File: src/rtl/if_fetch_ctrl.sv
// Instruction-fetch sequencer.
// Once started, it issues fetches at sequential word addresses with at most one request in
// flight. Each returned word is stored with its PC in a small circular queue, and the queue
// feeds the ID stage through a valid/ready handshake. A redirect from EX flushes the queue,
// squashes any acked-but-unreturned response and restarts fetch at the new target.
//
// Ports:
//   i_clk, i_rst_n                 clock (rising edge), asynchronous active-low reset
//   i_start                        begin fetching (sampled only while idle)
//   o_imem_req, o_imem_addr        fetch request and word-aligned address
//   i_imem_ack                     memory accepted the request this cycle
//   i_imem_rvalid, i_imem_rdata    returned instruction word
//   o_id_inst, o_id_pc, o_id_valid queue head towards ID
//   i_id_ready                     ID consumes the head when valid & ready
//   i_redirect, i_redirect_pc      EX redirect strobe and target
//   o_busy                         sequencer has left idle
module if_fetch_ctrl #(
  parameter logic [31:0] RESET_PC = 32'h0000_0000,
  parameter int unsigned DEPTH    = 4
) (
  input  logic        i_clk,
  input  logic        i_rst_n,
  input  logic        i_start,
  output logic        o_imem_req,
  output logic [31:0] o_imem_addr,
  input  logic        i_imem_ack,
  input  logic        i_imem_rvalid,
  input  logic [31:0] i_imem_rdata,
  output logic [31:0] o_id_inst,
  output logic [31:0] o_id_pc,
  output logic        o_id_valid,
  input  logic        i_id_ready,
  input  logic        i_redirect,
  input  logic [31:0] i_redirect_pc,
  output logic        o_busy
);

  localparam int unsigned AW = $clog2(DEPTH);
  localparam logic [AW:0] DepthC = (AW + 1)'(DEPTH);

  typedef enum logic [2:0] {StIdle, StReq, StWait, StFull, StSquash} state_e;

  state_e        state_q, state_d;
  logic [31:0]   pc_q, pc_d;
  logic [31:0]   req_pc_q;
  logic [AW-1:0] head_q, tail_q;
  logic [AW:0]   count_q, count_after;
  logic [31:0]   inst_mem [DEPTH];
  logic [31:0]   pc_mem   [DEPTH];

  logic redirect, push, pop, outstanding;

  // Redirects are meaningless before fetching starts.
  assign redirect = i_redirect && (state_q != StIdle);
  assign pop      = o_id_valid && i_id_ready && !redirect;
  assign push     = (state_q == StWait) && i_imem_rvalid && !redirect;

  assign count_after = count_q + (AW + 1)'(push) - (AW + 1)'(pop);

  // An acked request whose response has not yet come back must be drained in StSquash.
  assign outstanding = ((state_q == StReq) && i_imem_ack) ||
                       (((state_q == StWait) || (state_q == StSquash)) && !i_imem_rvalid);

  always_comb begin
    state_d = state_q;
    pc_d    = pc_q;
    unique case (state_q)
      StIdle:   if (i_start) state_d = StReq;
      StReq: begin
        if (i_imem_ack) begin
          pc_d    = pc_q + 32'd4;
          state_d = StWait;
        end
      end
      StWait:   if (i_imem_rvalid) state_d = (count_after < DepthC) ? StReq : StFull;
      StFull:   if (pop) state_d = StReq;
      StSquash: if (i_imem_rvalid) state_d = StReq;
      default:  state_d = StIdle;
    endcase
    if (redirect) begin
      pc_d    = {i_redirect_pc[31:2], 2'b00};
      state_d = outstanding ? StSquash : StReq;
    end
  end

  always_ff @(posedge i_clk or negedge i_rst_n) begin
    if (!i_rst_n) begin
      state_q  <= StIdle;
      pc_q     <= RESET_PC;
      req_pc_q <= RESET_PC;
      head_q   <= '0;
      tail_q   <= '0;
      count_q  <= '0;
    end else begin
      state_q <= state_d;
      pc_q    <= pc_d;
      if ((state_q == StReq) && i_imem_ack) req_pc_q <= pc_q;
      if (redirect) begin
        head_q  <= '0;
        tail_q  <= '0;
        count_q <= '0;
      end else begin
        if (push) tail_q <= tail_q + AW'(1);
        if (pop)  head_q <= head_q + AW'(1);
        count_q <= count_after;
      end
    end
  end

  // Storage needs no reset: the head is only exposed while the queue is non-empty.
  always_ff @(posedge i_clk) begin
    if (push) begin
      inst_mem[tail_q] <= i_imem_rdata;
      pc_mem[tail_q]   <= req_pc_q;
    end
  end

  assign o_imem_req  = (state_q == StReq);
  assign o_imem_addr = pc_q;
  assign o_id_valid  = (count_q != '0);
  assign o_id_inst   = o_id_valid ? inst_mem[head_q] : 32'h0;
  assign o_id_pc     = o_id_valid ? pc_mem[head_q] : 32'h0;
  assign o_busy      = (state_q != StIdle);

endmodule

File: config.mk
export PLATFORM = sky130hd
export DESIGN_NAME = if_fetch_ctrl
export DESIGN_NICKNAME = d
export VERILOG_FILES = /design/src/rtl/if_fetch_ctrl.sv
export SDC_FILE = /design/constraint.sdc
export NUM_CORES = 1
export LEC_CHECK = 0
export CORE_UTILIZATION = 52
export DETAILED_ROUTE_END_ITERATION = 10
export PLACE_DENSITY = 0.82
export SLEW_MARGIN = 20
export SYNTH_ARGS = -nofsm -noshare
export SYNTH_HDL_FRONTEND = slang
export SYNTH_SLANG_ARGS = --single-unit
File: constraint.sdc
create_clock -name i_clk -period 5.3 [get_ports i_clk]
set_input_delay 1.06 -clock i_clk [delete_from_list [all_inputs] [get_ports i_clk]]
set_output_delay 1.06 -clock i_clk [all_outputs]
set_load 0.05 [all_outputs]
After elaboration in Yosys (flattened, before gate mapping)
Memories as Yosys holds them, arrays and structs flattened.
Index checks and enable logic that the tools add are counted.
- reductions and logical operators: 20
- equal/unequal tests: 9
- multiplexer cells: 21
- $lt $le $gt $ge: 1
- add/sub/neg operators: 5
- operator list (cell ; count):
    two-way mux 32 bit ; 5
    adder 32 x 3 -> 32 bit, second input constant ; 1
    two-way mux 3 bit ; 8
    case mux 3 bit (5 select lines) ; 1
    inequality test 3 bit, second input constant ; 4
    two-way mux 2 bit ; 5
    nonzero test 2 bit ; 4
    logical AND 1 bit ; 7
    == test 3 x 2 -> 1 bit, second input constant ; 2
    nonzero test 3 bit ; 2
    AND reduction 5 bit ; 1
    adder 2 x 1 -> 2 bit, second input constant ; 2
    adder 3 x 1 -> 3 bit ; 1
    == test 3 x 1 -> 1 bit, second input constant ; 1
    == test 3 bit, second input constant ; 1
    zero test 3 bit ; 1
    < comparator 3 bit, second input constant ; 1
    inequality test 3 x 1 -> 1 bit, second input constant ; 1
    subtractor 3 x 1 -> 3 bit ; 1
    zero test 1 bit ; 2
    logical OR 1 bit ; 2
    two-way mux 1 bit ; 2
    AND reduction 2 bit ; 1
- memories: 2
- logic and storage cells: 64
- bits in writable memories: 256
- output and inout port bits: 99
- register bits: 74
- memory list (name ; words ; width ; rd ports ; clocked after Yosys merged registers in ; write ports ; line ; text):
    inst_mem ; 4 ; 32 ; 1 ; 0 ; 1 ; 48 ; logic [31:0] inst_mem [DEPTH];
    pc_mem ; 4 ; 32 ; 1 ; 0 ; 1 ; 49 ; logic [31:0] pc_mem [DEPTH];

Depth between registers and ports, before layout
- depth after elaboration: 11
- gate-level depth with buffers: 16
- mapped depth without buffers: 14

Worst setup path before layout
Ideal clock, no wire load.
- path kind: input-to-reg
- start point: input port i_redirect
- end point: memory inst_mem[0][0], enable pin
- required time: 4.873 ns
- slack: 1.758 ns
- stages: 5
- library setup time: 0.427 ns
- buffers on the path: 1
- data arrival time: 3.115 ns
- cell sequence: inv_1 -> a21oi_1 -> clkbuf_1 -> nor2_1 -> and2_1
- word-level cells in the longest chain between the ends: 5
- ends and longest elaborated chain (item ; line ; text):
    start: declaration ; 33 ; input logic i_redirect,
    logical AND 1 bit ; 54 ; assign redirect = i_redirect && (state_q != StIdle);
    zero test 1 bit ; 56 ; assign push = (state_q == StWait) && i_imem_rvalid && !redirect;
    logical AND 1 bit ; 56 ;
    two-way mux 1 bit ; 112 ; if (push) begin
    two-way mux 1 bit (implied by the code) ; 113 ; inst_mem[tail_q] <= i_imem_rdata;
    end: declaration ; 48 ;
No other way between the ends.

Worst setup path in the final report
- start point: register head_q[0]
- end point: output port o_id_inst[0]
- word-level cells in the longest chain between the ends: 2
- ends and longest elaborated chain (item ; line ; text):
    start: declaration ; 46 ; logic [AW-1:0] head_q, tail_q;
    start signal: assignment ; 104 ; if (pop) head_q <= head_q + AW'(1);
    memory read (4 x 32 bit) ; -- ;
    two-way mux 32 bit ; 121 ; assign o_id_inst = o_id_valid ? inst_mem[head_q] : 32'h0;
    end: declaration ; 29 ; output logic [31:0] o_id_inst,
No other way between the ends.

==> summary.txt <==
Run status
  – Status: complete, no violations

Drt
  – Antenna Nets Post-Route: 0
  – DRC: 0
  – Drt wl/cell: 19.33 um
  – Top sig layer: met4
  – Pre-antenna DRT Iters: 6
  – WL met2: 12,060 um
  – DRT iter0 DRCs: 436
  – WL met1: 11,080 um
  – DR vias: 7,118
  – DRT Wirelength: 25,110 um
  – Vias/cell: 5.480
  – Routed wl met3: 1419 um

Pwr
  – Lkg Pwr: 5.505 nW
  – Max VDD drop: 511.0 uV
  – PwrDens: 595.3 nW/um2

Worst setup path
  – Critical path origin: head_q[0]$_DFFE_PN0P_
  – Crit path DAT: 3.20 ns
  – CP Launch Type: flip-flop
  – Worst reg2reg path startpoint: count_q[1]$_DFF_PN0_
  – R2R depth: 13
  – Setup CP Type: flip-flop to output port
  – Worst Path Max Fanout: 26
  – Critical path data required time: 4.24 ns
  – CP endpoint kind: output port

Clock tree
  – CTS buffer count: 31
  – Htree depth: 1
  – Clock buffer depth: 3
  – TritonCTS clock tree: done
  – Clock transition at path regs: 0.06 ns
  – CTS root buffer: clkbuf_16
  – Post-CTS Hold Buffers: 0
  – Post-cts resize count: 0
  – Worst-skew pair later-pin latency: 0.56 ns
  – Clk sinks: 318
  – Post-CTS setup buffers: 0

Timing
  – Setup TNS: 0 ns
  – Endpoints failing hold: 0
  – RSZ-0062 raised after global routing: false
  – Setup violators final: 0
  – Final setup skew: 0.02421 ns
  – Highest clock rate: 234.6 MHz
  – Slew Limit Fails: 0
  – Min Tclk post-route: 4.263 ns
  – Slew @ Worst Pin: 0.9997 ns
  – Final period util: 80.43%
  – Slew HR: 33.36%
  – Setup ws final: 1.037 ns
  – Worst hold slack: 0.5218 ns

Synthesis
  – Most instantiated cells after synthesis: edfxtp_1, nand2_1, dfrtp_1
  – Top cell type's share of synthesized area: 57.82%
  – Cell with the most instances after synthesis: edfxtp_1
  – Yosys Warn Count: 0
  – Top FF cell, synth: edfxtp_1
  – Yosys reg bits: 318
  – Avg Cell Area, Syn: 16.37 um2
  – Async S/R FF share, synth: 22.01%
  – Synth area leaders: edfxtp_1, dfrtp_1, mux4_2, nand2_1, and2_1
  – Dominant cell type by area after synthesis: edfxtp_1
  – Seq/Total Area, Yosys: 71.42%
  – Unique masters post-synth: 48
  – Number of flops mapped to enable cells by yosys: 248
  – Syn Inst Count: 787
  – Syn Std Cell Area: 12,880 um2

Placement
  – GP Congestion: 0.8018
  – Post-DP HPWL: 14,970 um
  – Worst slack, placed: 1.217 ns
  – Number of port buffers: 163
  – DP Area: 14,850 um2

Global route
  – GRT overflow: 0
  – Largest net degree at the start of global routing: 71
  – GRT Util Overall: 20.54%
  – Global-route wire length before repair: 40,340 um
  – Initial antenna violation count: 0
  – Number of global-route vias before repair: 7,325

Floorplan
  – Die width: 159.4 um
  – # rows: 57
  – # IOs: 170
  – Die span in y: 159.4 um
  – Die area: 25,400 um2
  – Core ar.: 24,320 um2
  – Initial core utilization: 52.96%

Cells and area
  – Layout cells sized above 1: 14.05%
  – Final instance area: 15,910 um2
  – Ant diodes: 0
  – # nets final: 1,029
  – Final Util: 65.41%
  – Area delta synth->final: 23.50%

Min path
  – Hold Path Stages: 0
  – HP Class: flip-flop to flip-flop
  – Hold Path Origin: req_pc_q[18]$_DFFE_PN0P_

Flow run
  – Max-Cap Viols: 0
worst max-delay path: stages (launching register included):
cell and delay, ns:
dfrtp_4 0.79, buf_4 0.41, mux4_2 0.54, and2_1 0.19, clkdlybuf4s50_1 0.70
final cells by class:
| class | count | area, um2 |
|---|---|---|
| Clock buffer | 42 | 868.3 |
| Clock inverter | 16 | 192.7 |
| Fill cell | 1676 | 8413 |
| Inverter | 14 | 52.55 |
| Multi-Input combinational cell | 414 | 3472 |
| Sequential cell | 318 | 9204 |
| Tap cell | 324 | 405.4 |
| Timing Repair Buffer | 171 | 1712 |
logic make-up after synthesis:
group | Yosys count | synth area share (%)
DFF | 318 | 71.42
and+or+nand+nor | 258 | 10.38
muxes | 64 | 11.01
buffers and inverters | 58 | 2.001
AOI/OAI and AO/OA | 47 | 2.079
xor gates and xnor gates | 33 | 2.244
adders and majority gates | 8 | 0.8354
other | 1 | 0.02912
cell usage in the layout, fill, tap and decap left out, drive strengths merged, types with 4 or more instances in the layout:
cell type	instances
xnor2	21
nor2	20
bufinv	4
nor4	5
nand2	118
dfrtp	70
clkinv	8
ha	7
clkdlybuf4s50	162
o21ai	34
mux4	62
inv	16
and2	67
nor3	8
clkbuf	42
a21oi	4
xor2	12
conb	4
nand3	9
edfxtp	248
buf	9
nand4	14
and3	5
power breakdown:
part	internal, mW	switching [mW]
Sequential	3.07	0.448
Combinational	1.39	2.31
Clock	1.34	0.901
Total	5.81	3.66
flip-flops by register name, summed over array words and instances, names as in the netlist:
name,cells
inst_mem,128
pc_mem,120
o_imem_addr,30
req_pc_q,30
count_q,3
state_q,3
head_q,2
tail_q,2
per-stage QoR:
step	instances	power (mW)
global placement	1241	7.235
floorplan	790	6.021
global route	1299	9.888
detailed placement	1241	7.282
CTS	1299	9.543
finish	1299	9.469
metal layers:
layer,global-route usage (%),vias up
met5,0,-
met4,6.075,0
met2,33.27,255
met3,3.256,43
met1,29.11,3568
li1,-,3252
worst paths after layout:
kind / endpoint / slack [ns]
min in group asynchronous: state_q[0]$_DFFE_PN0P_ / 0.71
max in group asynchronous: head_q[0]$_DFFE_PN0P_ / 3.91
worst min register to register: pc_mem[0][18]$_DFFE_PP_ / 0.52
worst max-delay path: o_id_inst[0] / 1.04
worst min-delay path: pc_mem[0][18]$_DFFE_PP_ / 0.52
worst max register to register: state_q[1]$_DFFE_PN0P_ / 2.04
(Power assumes the default switching activity.)
